**src/rtl/tdm_pkg.sv**
```systemverilog
// Shared types and defaults for the TDM receive demultiplexer.
// The slot count is the default frame width; the state enum is used by the top FSM.
package tdm_pkg;

   localparam int TDM_N_SLOTS = 8;

   typedef enum logic {
      IDLE = 1'b0,
      RUN  = 1'b1
   } tdm_state_e;

endpackage

```
**src/rtl/tdm_slot_counter.sv**
```systemverilog
// Slot index counter: advances on a strobe, reloads to 1 when a sync strobe is taken as slot 0.
// Wraps naturally because the slot count is a power of two.
module tdm_slot_counter #(
   parameter int SEL_W = 3
) (
   input  logic             i_clk,
   input  logic             i_rst,
   input  logic             i_inc,
   input  logic             i_load1,
   output logic [SEL_W-1:0] o_cnt,
   output logic             o_wrap
);

   logic [SEL_W-1:0] r_cnt;

   always_ff @(posedge i_clk) begin
      if (i_rst) begin
         r_cnt <= '0;
      end else if (i_load1) begin
         r_cnt <= SEL_W'(1);
      end else if (i_inc) begin
         r_cnt <= r_cnt + SEL_W'(1);
      end
   end

   assign o_cnt  = r_cnt;
   assign o_wrap = &r_cnt;

endmodule

```
**src/rtl/tdm_demux8_rx.sv**
```systemverilog
// 1:N time-division demultiplexer: steers one serial bit per strobe into its slot,
// assembles full frames and hands them off over a valid/ready holding stage.
//
//   state | meaning
//   IDLE  | unsynchronised; strobes ignored until one arrives with sync
//   RUN   | locked; every strobe captures into slot sel
module tdm_demux8_rx
   import tdm_pkg::*;
#(
   parameter int N_SLOTS = TDM_N_SLOTS
) (
   input  logic                       i_clk,
   input  logic                       i_rst,
   input  logic                       i_en,
   input  logic                       i_sync,
   input  logic                       i_din,
   output logic [$clog2(N_SLOTS)-1:0] o_sel,
   output logic [N_SLOTS-1:0]         o_y,
   output logic [N_SLOTS-1:0]         o_frame,
   output logic                       o_frame_valid,
   input  logic                       i_frame_ready,
   output logic                       o_overrun,
   output logic                       o_resync_err
);

   localparam int SEL_W = $clog2(N_SLOTS);

   if (N_SLOTS < 2 || (N_SLOTS & (N_SLOTS - 1)) != 0) begin : g_bad_slots
      $error("tdm_demux8_rx: N_SLOTS must be a power of two and at least 2");
   end

   tdm_state_e         r_state;
   tdm_state_e         w_state_next;
   logic               w_capture;
   logic               w_load;
   logic               w_resync;
   logic               w_complete;
   logic [SEL_W-1:0]   w_sel;
   logic [SEL_W-1:0]   w_slot;
   logic               w_wrap;
   logic [N_SLOTS-1:0] w_asm_next;
   logic [N_SLOTS-1:0] r_asm;
   logic [N_SLOTS-1:0] r_y;
   logic [N_SLOTS-1:0] r_frame;
   logic               r_frame_valid;
   logic               r_overrun;
   logic               r_resync_err;

   tdm_slot_counter #(
      .SEL_W (SEL_W)
   ) u_slot_counter (
      .i_clk   (i_clk),
      .i_rst   (i_rst),
      .i_inc   (w_capture && !w_load),
      .i_load1 (w_load),
      .o_cnt   (w_sel),
      .o_wrap  (w_wrap)
   );

   always_ff @(posedge i_clk) begin
      if (i_rst) begin
         r_state <= IDLE;
      end else begin
         r_state <= w_state_next;
      end
   end

   always_comb begin
      w_state_next = r_state;
      w_capture    = 1'b0;
      w_load       = 1'b0;
      w_resync     = 1'b0;
      case (r_state)
         IDLE: begin
            if (i_en && i_sync) begin
               w_capture    = 1'b1;
               w_load       = 1'b1;
               w_state_next = RUN;
            end
         end
         RUN: begin
            if (i_en) begin
               w_capture = 1'b1;
               if (i_sync) begin
                  w_load   = 1'b1;
                  w_resync = (w_sel != '0);
               end
            end
         end
         default: w_state_next = IDLE;
      endcase
   end

   // A sync strobe always lands in slot 0, whatever the counter says.
   assign w_slot     = w_load ? '0 : w_sel;
   assign w_complete = w_capture && !w_load && w_wrap;

   // Slot 0 starts a fresh assembly so a discarded partial frame leaves no residue.
   always_comb begin
      w_asm_next = r_asm;
      if (w_slot == '0) begin
         w_asm_next = '0;
      end
      w_asm_next[w_slot] = i_din;
   end

   always_ff @(posedge i_clk) begin
      if (i_rst) begin
         r_asm         <= '0;
         r_y           <= '0;
         r_frame       <= '0;
         r_frame_valid <= 1'b0;
         r_overrun     <= 1'b0;
         r_resync_err  <= 1'b0;
      end else begin
         r_overrun    <= 1'b0;
         r_resync_err <= w_resync;
         if (w_capture) begin
            r_y[w_slot] <= i_din;
            r_asm       <= w_asm_next;
         end
         if (w_complete) begin
            if (!r_frame_valid || i_frame_ready) begin
               r_frame       <= w_asm_next;
               r_frame_valid <= 1'b1;
            end else begin
               r_overrun <= 1'b1;
            end
         end else if (r_frame_valid && i_frame_ready) begin
            r_frame_valid <= 1'b0;
         end
      end
   end

   assign o_sel         = w_sel;
   assign o_y           = r_y;
   assign o_frame       = r_frame;
   assign o_frame_valid = r_frame_valid;
   assign o_overrun     = r_overrun;
   assign o_resync_err  = r_resync_err;

endmodule

```
**config.mk**
```make
export PLATFORM = sky130hd
export DESIGN_NAME = tdm_demux8_rx
export DESIGN_NICKNAME = d
export VERILOG_FILES = /design/src/rtl/tdm_pkg.sv /design/src/rtl/tdm_slot_counter.sv /design/src/rtl/tdm_demux8_rx.sv
export SDC_FILE = /design/constraint.sdc
export NUM_CORES = 1
export LEC_CHECK = 0
export CORE_UTILIZATION = 51
export DETAILED_ROUTE_END_ITERATION = 7
export PLACE_DENSITY_LB_ADDON = 0.25
export SETUP_SLACK_MARGIN = 0.15
export SYNTH_ARGS = -nofsm -noshare
export SYNTH_HDL_FRONTEND = slang
export SYNTH_SLANG_ARGS = --single-unit
```
**constraint.sdc**
```tcl
create_clock -name i_clk -period 2.2 [get_ports i_clk]
set_clock_uncertainty 0.2 [all_clocks]
set_input_delay 0.44 -clock i_clk [delete_from_list [all_inputs] [get_ports i_clk]]
set_output_delay 0.44 -clock i_clk [all_outputs]
set_load 0.05 [all_outputs]
```
==> impl_metrics.env <==
export IMPL_clk_latency_ns=0.34
export IMPL_crit_path_top_delay_cell="dlygate4sd2_1"
export IMPL_dp_cells=246
export IMPL_end_kind="output pin"
export IMPL_cpPeakStageDelay_ns=0.54
export IMPL_drc=0
export IMPL_via_per_inst=6.08
export IMPL_cts_hold_buf=0
export IMPL_nets=231
export IMPL_synthCells=179
export IMPL_start_util_pct=54.4
export IMPL_synth_edff_count=0
export IMPL_cts_htree_levels=2
export IMPL_p_sw_share_pct=26.3
export IMPL_fin_crit_ns=1.89
export IMPL_synth_distinct_cells=47
export IMPL_layoutNonFillerInstCount=254
export IMPL_setup_worst_path_class="reg2out"
export IMPL_clk_path_buf_depth=2
export IMPL_ir_worst_vdd_uv=515
export IMPL_max_cap_violations=0
export IMPL_drtPass1Iterations=4
export IMPL_cp_cell_sequence="dlygate4sd2_1"
export IMPL_crit_cells=1
export IMPL_rsz0062_at_grt="false"
export IMPL_p_leak_nw=0.809
export IMPL_worstRegToRegCells=5
export IMPL_gr_usage_all_layers_pct=27.4
export IMPL_ys_seq_elements=31
export IMPL_drt_iter0_markers=65
export IMPL_grt_pass1_wl_mm=6.73
export IMPL_std_cell_rows=19
export IMPL_die_area_um2=3190
export IMPL_cp_max_fo=2
export IMPL_ys_seq_area_share_pct=41.0
export IMPL_synth_ff_type="dfxtp_1"
export IMPL_finalSetupViolations=0
export IMPL_yosysWarnings=0
export IMPL_fp_coreArea_um2=2780
export IMPL_syn_nets=188
export IMPL_async_flop_share_pct=0
export IMPL_outcome="complete, no violations"
export IMPL_crit_buf_inv=1
export IMPL_route_detailed_wl_per_inst_um=16.3
export IMPL_grt_overflow=0
export IMPL_cts_tree="yes"
export IMPL_ant_nets=0
export IMPL_yosysMostFrequentCell="dfxtp_1"
export IMPL_drive_gt1_share_pct=18.4
export IMPL_cp_top_family="buffers and inverters"
export IMPL_yosys_top_cells_area="dfxtp_1 41%, a21oi_1 6.6%, nand2_1 4.5%, nor2_1 4.2%, nor3_1 2.6%"
export IMPL_grt_max_degree=15
export IMPL_crit_arrival_ns=1.25
export IMPL_dieHeight_um=56.5
export IMPL_p_switching_uw=290
export IMPL_cts_post_setup_buffers_inserted=0
export IMPL_max_freq_mhz=528
export IMPL_antennaDiodeCount=0
export IMPL_worst_slew_pin_slew_ns=0.506
export IMPL_synth_commonest_cells="31 x dfxtp_1, 20 x a21oi_1, 18 x nand2_1"
export IMPL_seq_power_share_pct=52.1
export IMPL_power_density_nw_per_um2=553
export IMPL_p_total_mw=1.10
export IMPL_rrSetupSlack_ns=0.33
export IMPL_worst_slack_ns=0.305
export IMPL_first_global_vias=1496
export IMPL_p_int_uw=810
export IMPL_r2r_end="o_frame[3]$_SDFFE_PP0P_"
export IMPL_worstPathRequired_ns=1.56
export IMPL_finalCritPeriodShare_pct=86.1
export IMPL_nFillCells=226
export IMPL_areaGrowthSynthToFinish_pct=31.4
export IMPL_wl_mm=4.13
export IMPL_numCtsBuffers=5
export IMPL_dp_slack_ns=-0.00954
export IMPL_cts_sinks=31
export IMPL_synthDominantCellAreaShare_pct=41.0
export IMPL_hold_viol=0
export IMPL_antenna_found_initial=0
export IMPL_port_buffers=27
export IMPL_syn_area_um2=1510
export IMPL_fp_dieW_um=56.5
export IMPL_holdCritPathClass="reg2reg"
export IMPL_dpl_hpwl_mm=3.10
export IMPL_io_pins=28
export IMPL_synth_area_per_cell_um2=8.45
export IMPL_critPathLaunchType="flip-flop"
export IMPL_tns_ns=0
export IMPL_slew_headroom_pct=66.4
export IMPL_combPwrFrac_pct=12.3
export IMPL_startpoint="o_y[0]$_SDFFE_PP0P_"
export IMPL_vias=1545
export IMPL_root_buffer="clkbuf_4"
export IMPL_finalWeightedCongestion=0.915
export IMPL_timing_rr_start="u_slot_counter.o_cnt[0]$_SDFFE_PP0P_"
export IMPL_drv_slew=0
export IMPL_crit_end="o_y[0]"
export IMPL_clockPowerShare_pct=35.6
export IMPL_path_clk_slew_ns=0.10
export IMPL_yosys_area_top_type="dfxtp_1"
## sequential cells by signal (all words and copies together) (netlist names)
signal                count
r_state                   1
o_resync_err              1
u_slot_counter.o_cnt      3
o_overrun                 1
o_frame                   8
r_asm                     8
o_y                       8
o_frame_valid             1
## routing by layer
| metal | part of all wire (%) | up-vias | GRT usage (%) |
|---|---|---|---|
| li1 | - | 736 | - |
| met1 | 44 | 737 | 33.9 |
| met2 | 48 | 58 | 44.5 |
| met3 | 5.9 | 14 | 5.99 |
| met4 | 2.3 | 0 | 13.6 |
| met5 | 0 | - | 0 |
## through the flow
stage	instance area [µm²]	utilization, %	hold slack (ns)
2_1_floorplan	1510	-	0.246
3_3_place_gp	1940	69.8	0.247
3_5_place_dp	1940	69.8	0.263
4_1_cts	1990	71.4	0.277
5_1_grt	1990	71.5	0.297
6_report	1990	71.5	0.275
## worst min path at each step
stage	end	cells after the start	start
CTS	r_asm[0]$_SDFFE_PP0P_	2	r_asm[0]$_SDFFE_PP0P_
global route	r_asm[6]$_SDFFE_PP0P_	2	r_asm[6]$_SDFFE_PP0P_
finish	r_asm[0]$_SDFFE_PP0P_	2	r_asm[0]$_SDFFE_PP0P_
detailed placement	r_asm[0]$_SDFFE_PP0P_	2	r_asm[0]$_SDFFE_PP0P_
floorplan	r_asm[5]$_SDFFE_PP0P_	2	r_asm[5]$_SDFFE_PP0P_
global placement	o_y[3]$_SDFFE_PP0P_	2	o_y[3]$_SDFFE_PP0P_
## final cells by class
type,count,area [µm²],share of cell area (%)
Inverter,5,18.8,0.944
Timing Repair Buffer,50,449,22.6
Tap cell,31,38.8,1.95
Clock buffer,8,68.8,3.46
Multi-Input combinational cell,129,792,39.8
Sequential cell,31,621,31.2
## layout by cell type (no fill, tap or decap), types with 7 or more instances in the layout
| cell type | n |
|---|---|
| a21oi_1 | 20 |
| buf_4 | 23 |
| dfxtp_1 | 31 |
| dlygate4sd2_1 | 19 |
| nand2_1 | 18 |
| nand3_1 | 7 |
| nor2_1 | 17 |
| nor3_1 | 8 |
## cells by family after synthesis
| family | share of synthesized area, % |
|---|---|
| adders and majority gates | 2.48 |
| buffers and inverters | 6.70 |
| DFF | 41.0 |
| and+or+nand+nor | 24.1 |
| muxes | 0.662 |
| AOI/OAI and AO/OA | 25.1 |
## timing repair
item	CTS	global route
endpoints found under the setup margin	19	2
cloned	0	0
gates resized for setup	19	1
endpoints found under the hold margin	0	0
## power groups by stage
stage               sequential, mW  clock [mW]  combinational [mW]
detailed placement           0.586           0               0.133
finish                       0.573       0.391               0.135
floorplan                    0.594           0              0.0651
CTS                          0.573       0.390               0.133
global route                 0.574       0.415               0.143
global placement             0.585           0               0.131
(Power assumes the default switching activity.)
